<file path="config.mk">
export PLATFORM = sky130hd
export DESIGN_NAME = led_shift_sequencer
export DESIGN_NICKNAME = d
export VERILOG_FILES = /design/src/rtl/led_shift_sequencer.sv
export SDC_FILE = /design/constraint.sdc
export NUM_CORES = 1
export LEC_CHECK = 0
export ABC_CLOCK_PERIOD_IN_PS = 4900
export CELL_PAD_IN_SITES_DETAIL_PLACEMENT = 1
export CELL_PAD_IN_SITES_GLOBAL_PLACEMENT = 1
export CORE_MARGIN = 2
export CORE_UTILIZATION = 35
export CTS_CLUSTER_DIAMETER = 120
export DETAILED_ROUTE_END_ITERATION = 8
export PLACE_DENSITY_LB_ADDON = 0.15
export SLEW_MARGIN = 20
export SYNTH_ARGS = -nofsm -noshare
export SYNTH_HDL_FRONTEND = slang
export SYNTH_SLANG_ARGS = --single-unit
</file>
<file path="constraint.sdc">
create_clock -name clk -period 4.9 [get_ports clk]
set_clock_uncertainty 0.15 [all_clocks]
set_input_delay 1.225 -clock clk [delete_from_list [all_inputs] [get_ports clk]]
set_output_delay 1.225 -clock clk [all_outputs]
set_load 0.01 [all_outputs]
</file>
<file path="src/rtl/led_shift_sequencer.sv">
// led_shift_sequencer: 16-bit LED pattern sequencer with a built-in step prescaler.
// Moves the lit pattern in WRAP, BOUNCE or FILL (Johnson) mode under en/dir control.
// Optional lap counter: define LED_SEQ_LAP_CNT_EN to add the lap port and its counter.
//
// state   | meaning
// --------+---------------------------------------------------------------
// S_IDLE  | after reset; the first step only arms the direction, led held
// S_LEFT  | pattern moving toward the MSB
// S_RIGHT | pattern moving toward the LSB
module led_shift_sequencer #(
  parameter int WIDTH    = 16,
  parameter int TICK_DIV = 25000000
`ifdef LED_SEQ_LAP_CNT_EN
  , parameter int LAP_W  = 8
`endif
) (
  input  logic             clk,
  input  logic             rst,
  input  logic             en,
  input  logic             dir,
  input  logic [1:0]       mode,
  output logic [WIDTH-1:0] led,
  output logic             tick
`ifdef LED_SEQ_LAP_CNT_EN
  , output logic [LAP_W-1:0] lap
`endif
);

  typedef enum logic [1:0] {
    S_IDLE  = 2'd0,
    S_LEFT  = 2'd1,
    S_RIGHT = 2'd2
  } state_t;

  localparam logic [1:0] MODE_BOUNCE = 2'b01;
  localparam logic [1:0] MODE_FILL   = 2'b10;

  localparam int CNT_W = (TICK_DIV > 1) ? $clog2(TICK_DIV) : 1;
  localparam logic [CNT_W-1:0] CNT_LAST = CNT_W'(TICK_DIV - 1);
  localparam logic [WIDTH-1:0] LED_INIT = {1'b1, {(WIDTH-1){1'b0}}};

  logic [CNT_W-1:0] cnt_q, cnt_d;
  logic             tick_q, tick_d;
  logic [WIDTH-1:0] led_q, led_d;
  state_t           state_q, state_d;
  logic             step;

  // a step happens on the edge where the registered tick meets en
  assign step = tick_q & en;

  // prescaler: free-running 0..TICK_DIV-1, tick registered one cycle after the last count
  always_comb begin
    cnt_d  = cnt_q + CNT_W'(1);
    tick_d = 1'b0;
    if (cnt_q == CNT_LAST) begin
      cnt_d  = '0;
      tick_d = 1'b1;
    end
  end

  // next state and next pattern, evaluated only on a step
  always_comb begin
    state_d = state_q;
    led_d   = led_q;
    if (step) begin
      if (state_q == S_IDLE) begin
        // arming step: pick direction, leave the pattern alone
        state_d = dir ? S_LEFT : S_RIGHT;
      end else begin
        case (mode)
          MODE_FILL: begin
            state_d = dir ? S_LEFT : S_RIGHT;
            if (dir) led_d = {led_q[WIDTH-2:0], ~led_q[WIDTH-1]};
            else     led_d = {~led_q[0], led_q[WIDTH-1:1]};
          end
          MODE_BOUNCE: begin
            if (led_q == '0) begin
              // FILL can leave an empty pattern; reseed rather than shifting nothing
              led_d = LED_INIT;
            end else if (state_q == S_LEFT) begin
              if (led_q[WIDTH-1]) begin
                state_d = S_RIGHT;
                led_d   = led_q >> 1;
              end else begin
                led_d   = led_q << 1;
              end
            end else begin
              if (led_q[0]) begin
                state_d = S_LEFT;
                led_d   = led_q << 1;
              end else begin
                led_d   = led_q >> 1;
              end
            end
          end
          default: begin
            // WRAP, and the unused mode encoding behaves the same way
            if (led_q == '0) begin
              led_d = LED_INIT;
            end else begin
              state_d = dir ? S_LEFT : S_RIGHT;
              if (dir) led_d = {led_q[WIDTH-2:0], led_q[WIDTH-1]};
              else     led_d = {led_q[0], led_q[WIDTH-1:1]};
            end
          end
        endcase
      end
    end
  end

  // state, pattern and prescaler registers; reset has priority over a coincident step
  always_ff @(posedge clk) begin
    if (rst) begin
      cnt_q   <= '0;
      tick_q  <= 1'b0;
      led_q   <= LED_INIT;
      state_q <= S_IDLE;
    end else begin
      cnt_q   <= cnt_d;
      tick_q  <= tick_d;
      led_q   <= led_d;
      state_q <= state_d;
    end
  end

  assign led  = led_q;
  assign tick = tick_q;

`ifdef LED_SEQ_LAP_CNT_EN
  logic [LAP_W-1:0] lap_q, lap_d;
  logic             wrap_out;
  logic             bounce_rev;
  logic             lap_inc;

  // a lap is a WRAP carry across the pattern ends or a BOUNCE reversal; FILL and arming never count
  always_comb begin
    wrap_out   = (mode != MODE_BOUNCE) && (mode != MODE_FILL) &&
                 (dir ? led_q[WIDTH-1] : led_q[0]);
    bounce_rev = (mode == MODE_BOUNCE) &&
                 ((state_q == S_LEFT) ? led_q[WIDTH-1] : led_q[0]);
    lap_inc    = step && (state_q != S_IDLE) && (wrap_out || bounce_rev);
    lap_d      = lap_inc ? (lap_q + LAP_W'(1)) : lap_q;
  end

  // lap counter register, wraps naturally at 2^LAP_W
  always_ff @(posedge clk) begin
    if (rst) lap_q <= '0;
    else     lap_q <= lap_d;
  end

  assign lap = lap_q;
`endif

endmodule
</file>
==> key figures, run 1 <==
Cells and area
  – Synth-to-layout area growth: 15.0%
  – Fin util: around 40%
  – Number of nets in the layout: 287
  – Share of layout cells above drive strength 1: between 10% and 20%
  – Ant diodes: 0
  – Post-route cell area: slightly below 0.003 mm^2

Logic synthesis
  – Syn Std Cell Area: 0.00254 mm^2
  – Syn_nets: roughly 270
  – Synth cell types: between 40 and 50
  – Most frequent cell after synthesis: dfxtp_1
  – Sequential area share after synthesis: 34.7%
  – Predominant post-synthesis flop cell: dfxtp_1
  – Yosys top cell by area: dfxtp_1
  – Syn. warnings: 0
  – Mapped Cells: 265
  – Most frequent cells after synthesis: dfxtp_1, nor2_1, mux2i_1
  – Area share of the largest cell type after synthesis: between 30% and 40%
  – Avg Cell Area, Syn: 9.58 um^2
  – FF+latch count, synth: between 40 and 50
  – Async SR Flop Fraction: 0%
  – EDFF count, synth: 0
  – Largest cells by area after synthesis: dfxtp_1, mux2i_1, xor2_1

Power and ir drop
  – Worst VDD drop: around 0.15 mV
  – Total power: ~0.71 mW
  – Leak: ~1.3 nW
  – Power Dens Cells: 242 mW/mm^2

Hold path
  – Hold path depth: 1
  – Hold endpoint: cnt_q[0]
  – Worst hold start: cnt_q[0]
  – Worst hold path type: flip-flop to flip-flop

Detailed routing
  – DRT iter0 DRCs: 58
  – Routed WL: around 5700 um
  – Drt pass-1 iters: 4
  – Drt drc: 0
  – Vias: between 1500 and 2000
  – Antenna-violating nets left: 0
  – Vias per cell: 5.29
  – DR WL/cell: approximately 15 um

Timing
  – Period utilization: around 65%
  – RSZ-0062 raised after global routing: false
  – Fin. max-slew vios: 0
  – Final setup TNS: 0 ps
  – Worst slew margin: about 33%
  – Max frequency: roughly 310 MHz
  – Tmin final: between 3000 and 4000 ps
  – Hold violation total from the final report: 0
  – Setup violators final: 0
  – Least-Margin Pin Slew: ~1000 ps

Clocking
  – H-tree levels: 2
  – Post-cts sizing count: 0
  – Cts hold-fix bufs: 0
  – Setup repair bufs after CTS: 0
  – CTS root buffer: clkbuf_8
  – CTS tree: done
  – CTS clk-pin slew, worst paths: about 90 ps
  – Clk_lat worst skew: approximately 300 ps
  – TritonCTS buffer count: 5
  – CTS Sinks: 44
  – Max Buffers Root-to-Sink: 2

Setup path
  – Worst reg2reg path startpoint: led[3]
  – Crit path kind: input pin to flip-flop
  – CP Capture Type: flip-flop
  – Crit Path Max Fanout: 14
  – Worst path arrival time: 3240 ps
  – FF-to-FF End: led[3]
  – Crit path launch: mode[0]
  – Required @ worst endpoint: approximately 5000 ps
  – Critical Path Start Type: input pin
  – R2R Setup Slk: between 2000 and 3000 ps
  – Worst r2r path cells: 5

Floorplan
  – I/O Pins: 23
  – Die Ht: around 89 um
  – Chip width: 89.2 um
  – Die ar.: 0.00795 mm^2
  – # rows: 31
  – Initial core utilization: 35.6%
  – Core area: 0.00714 mm^2

Run
  – Max Cap Viol: 0

Global routing
  – Initial antenna violation count: 0
  – Largest net degree at the start of global routing: 33
  – First-pass GRT wire length: 9680 um
  – Gr usage total: 15.3%
  – Gr ovfl total: 0
  – Number of global-route vias before repair: 1992

Placed design
  – IO Port Bufs: 22
  – Hpwl dp: 3800 um
  – DP Area: between 0.002 and 0.003 mm^2
  – RePlAce Congestion: 0.724

Outcome
  – Run status: complete, no violations
[layer usage]
| metal | vias up | routed length (um) | global-route usage, % |
|---|---|---|---|
| li1 | 1000 | - | - |
| met1 | 975 | 2800 | 20.3 |
| met2 | 18 | 2750 | 25.7 |
| met3 | 5 | 112 | 2.68 |
| met4 | 0 | 51 | 4.07 |
| met5 | - | 0 | 0 |
[through the flow]
step | hold WS [ps] | cells | setup slack, ps
floorplan | 280 | 265 | 2160
global placement | 300 | 370 | 1460
detailed placement | 312 | 370 | 1360
CTS | 333 | 378 | 1690
global route | 395 | 378 | 1590
finish | 326 | 378 | 1710
[power by group]
group          leakage (nW)  total [mW]  internal (mW)  switching (mW)
sequential            0.355       0.361          0.359         0.00201
clock                0.0614       0.302          0.167           0.135
combinational         0.844      0.0429         0.0145          0.0284
total                  1.26       0.707          0.541           0.166
[flip-flops by register name (all words and copies together) (netlist names)]
register	cells
tick	1
cnt_q	25
state_q	2
led	16
[worst max path at each step]
stage	depth (start not counted)	slack [ps]	end
after floorplan	7	2160	led[8]
after global placement	6	1460	led[14]
after detailed placement	6	1360	led[3]
after CTS	7	1690	led[3]
after global routing	6	1590	led[3]
final	6	1710	led[3]
[cell type report]
| class | instances | area (um^2) |
|---|---|---|
| fillers | 837 | 4220 |
| multi-input cells | 195 | 1540 |
| flip-flops and latches | 44 | 881 |
| repair buffers | 23 | 223 |
| well taps | 99 | 124 |
| clock buffers | 6 | 82.6 |
| clock inverters | 2 | 38.8 |
| inverters | 9 | 33.8 |
[cells by family (layout without fill, tap and decap cells)]
group	count (synthesis)	in the layout	share of synthesized area (%)
multiplexers	30	30	12.9
adder cells (fa/ha/maj)	3	3	1.48
flip-flops	44	44	34.7
AND/OR/NAND/NOR	90	90	18.9
buffers and inverters	26	40	4.88
AO/OA/AOI/OAI	49	49	19.3
XOR/XNOR	23	23	7.93
[worst max-delay path: stages]
cell and delay, ps:
clkdlybuf4s50_1 490, inv_1 50, ha_1 430, mux2i_4 630, o221ai_1 230, o211a_1 170
[layout by cell type (no fill, tap or decap), types with 2 or more instances in the layout]
| cell | count |
|---|---|
| o221ai_2 | 10 |
| nor4_1 | 5 |
| clkbuf_8 | 6 |
| xnor2_1 | 5 |
| o211a_1 | 15 |
| clkdlybuf4s50_1 | 21 |
| a21oi_1 | 2 |
| a31oi_1 | 2 |
| nand3_1 | 10 |
| dfxtp_1 | 44 |
| o21ai_0 | 3 |
| inv_1 | 9 |
| nor2_1 | 31 |
| and3_1 | 2 |
| nand4_1 | 8 |
| and4_1 | 4 |
| o221ai_1 | 7 |
| mux2i_4 | 2 |
| nand2_1 | 18 |
| ha_1 | 3 |
| xor2_1 | 18 |
| mux2i_1 | 27 |
Power figures use the tool's default switching activity.
==> run 2: changes to the inputs <==
--- a/config.mk
+++ b/config.mk
@@ -5,7 +5,7 @@
 export SDC_FILE = /design/constraint.sdc
 export NUM_CORES = 1
 export LEC_CHECK = 0
-export ABC_CLOCK_PERIOD_IN_PS = 4900
+export ABC_CLOCK_PERIOD_IN_PS = 3100
 export CELL_PAD_IN_SITES_DETAIL_PLACEMENT = 1
 export CELL_PAD_IN_SITES_GLOBAL_PLACEMENT = 1
 export CORE_MARGIN = 2
==> constraint.sdc (replaced) <==
create_clock -name clk -period 3.1 [get_ports clk]
set_clock_uncertainty 0.15 [all_clocks]
set_input_delay 0.775 -clock clk [delete_from_list [all_inputs] [get_ports clk]]
set_output_delay 0.775 -clock clk [all_outputs]
set_load 0.01 [all_outputs]
==> run 2 against run 1 <==
First-iteration DRC count up 72%. Largest cell class unchanged. Non-clock buffer count up 3. Via count down 0.50%. Clock power up 38%. Critical path depth up 1. Clock-buffer cell count down 1. Combinational power up 69%.
==> key figures, run 2 (same netlist as run 1, synthesis figures left out) <==
Power and ir drop
  – Power Dens Cells: about 360 mW/mm^2
  – Worst VDD drop: between 0.15 and 0.2 mV
  – Leak: around 1.3 nW

Cells and area
  – Ant diodes: 0
  – Most common cell after layout, fill and taps aside: dfxtp_1
  – Largest reg by FF count: cnt_q
  – Post-route cell area: roughly 0.0029 mm^2
  – Most frequent cells in the layout: dfxtp_1, nor2_1, mux2i_1, clkdlybuf4s50_1
  – Number of nets in the layout: between 200 and 300
  – Synth-to-layout area growth: 15.2%
  – Max reg flops: 25
  – Fin util: roughly two fifths
  – Filler cells: 845
  – Fin cells: 379
  – Share of layout cells above drive strength 1: between 10% and 20%

Setup path
  – R2R Setup Slk: ~840 ps
  – Crit path launch: mode[0]
  – Worst reg2reg path startpoint: cnt_q[0]
  – CP Capture Type: flip-flop
  – Worst path arrival time: ~2800 ps
  – FF-to-FF End: cnt_q[19]
  – Crit Path Max Fanout: 15
  – Worst r2r path cells: 6
  – Critical Path Start Type: input pin
  – End of the critical path: led[7]
  – Required @ worst endpoint: 3190 ps
  – Crit path kind: input pin to flip-flop

Timing
  – Period utilization: between 80% and 90%
  – Final setup TNS: 0 ps
  – Tmin final: between 2000 and 3000 ps
  – RSZ-0062 raised after global routing: false
  – Setup violators final: 0
  – Hold violation total from the final report: 0
  – Final Worst Setup Slack: 417 ps
  – Least-Margin Pin Slew: about 1000 ps
  – Worst slew margin: between 30% and 40%
  – Max frequency: 373 MHz
  – Fin. max-slew vios: 0

Clocking
  – Max Buffers Root-to-Sink: 2
  – CTS clk-pin slew, worst paths: 80 ps
  – Post-cts sizing count: 0
  – Cts hold-fix bufs: 0
  – H-tree levels: 2
  – Clk_lat worst skew: about 290 ps
  – CTS tree: done
  – CTS root buffer: clkbuf_8
  – Setup repair bufs after CTS: 0
  – TritonCTS buffer count: 5
  – CTS Sinks: 44

Run
  – Max Cap Viol: 0

Outcome
  – Run status: complete, no violations

Global routing
  – Number of global-route vias before repair: 1952
  – Initial antenna violation count: 0
  – Gr ovfl total: 0
  – Gr usage total: 15.0%
  – First-pass GRT wire length: 9480 um
  – Largest net degree at the start of global routing: 33

Placed design
  – Setup WS pre-CTS: around 110 ps
  – IO Port Bufs: 22
  – DP Cell Count: ~370
  – DP Area: 0.00283 mm^2
  – RePlAce Congestion: roughly 0.75
  – Hpwl dp: between 3000 and 4000 um

Detailed routing
  – Vias: around 2000
  – M1 WL: about 2800 um
  – Uppermost layer routed: met4
  – Vias per cell: about 5.2
  – Routed WL: 5570 um
  – Met2 WL: ~2600 um
  – DRT iter0 DRCs: 100
  – Met3 routed WL: approximately 150 um
  – Drt drc: 0
  – DR WL/cell: ~15 um
  – Antenna-violating nets left: 0
  – Drt pass-1 iters: 4

Hold path
  – Worst hold path type: flip-flop to flip-flop

Floorplan
  – # rows: 31
  – Die Ht: a little under 90 um
  – I/O Pins: 23
  – Initial core utilization: 35.6%
  – Die ar.: around 0.0080 mm^2
  – Core area: 0.00714 mm^2
  – Chip width: 89.2 um
run 2: worst min-delay path by stage:
stage	startpoint	endpoint	slack [ps]	cells past startpoint
after floorplan	cnt_q[0]	cnt_q[0]	280	1
after global placement	cnt_q[0]	cnt_q[0]	300	1
after detailed placement	cnt_q[0]	cnt_q[0]	310	1
after CTS	cnt_q[0]	cnt_q[0]	330	1
after global routing	cnt_q[0]	cnt_q[0]	350	1
final	cnt_q[0]	cnt_q[0]	330	1
run 2: final cells by class:
type | instances | area [um^2] | share of cell area, %
multi-input cells | 195 | 1540 | 52.6
flip-flops and latches | 44 | 881 | 30.1
repair buffers | 26 | 250 | 8.55
well taps | 99 | 124 | 4.23
clock buffers | 5 | 68.8 | 2.35
inverters | 9 | 33.8 | 1.15
clock inverters | 1 | 30.0 | 1.03
run 2: worst max-delay path, stage by stage:
cell	delay (ps)
clkdlybuf4s50_1	480
inv_1	50
ha_1	400
inv_1	150
nand3_2	400
o221ai_2	350
o211a_1	170
run 2: report_power, final:
group / switching [mW] / internal (mW)
sequential: 0.00329 / 0.568
combinational: 0.0459 / 0.0267
clock: 0.186 / 0.231
run 2: routing by layer:
layer	global-route usage [%]	vias to the layer above
met3	2.68	2
met4	3.66	0
met1	19.8	957
li1	-	1006
met5	0	-
met2	25.5	23
run 2: metrics by stage:
step	power (mW)	hold WS [ps]
2_1_floorplan	0.640	280
4_1_cts	1.08	334
5_1_grt	1.11	349
6_report	1.06	325
3_3_place_gp	0.658	300
3_5_place_dp	0.658	314
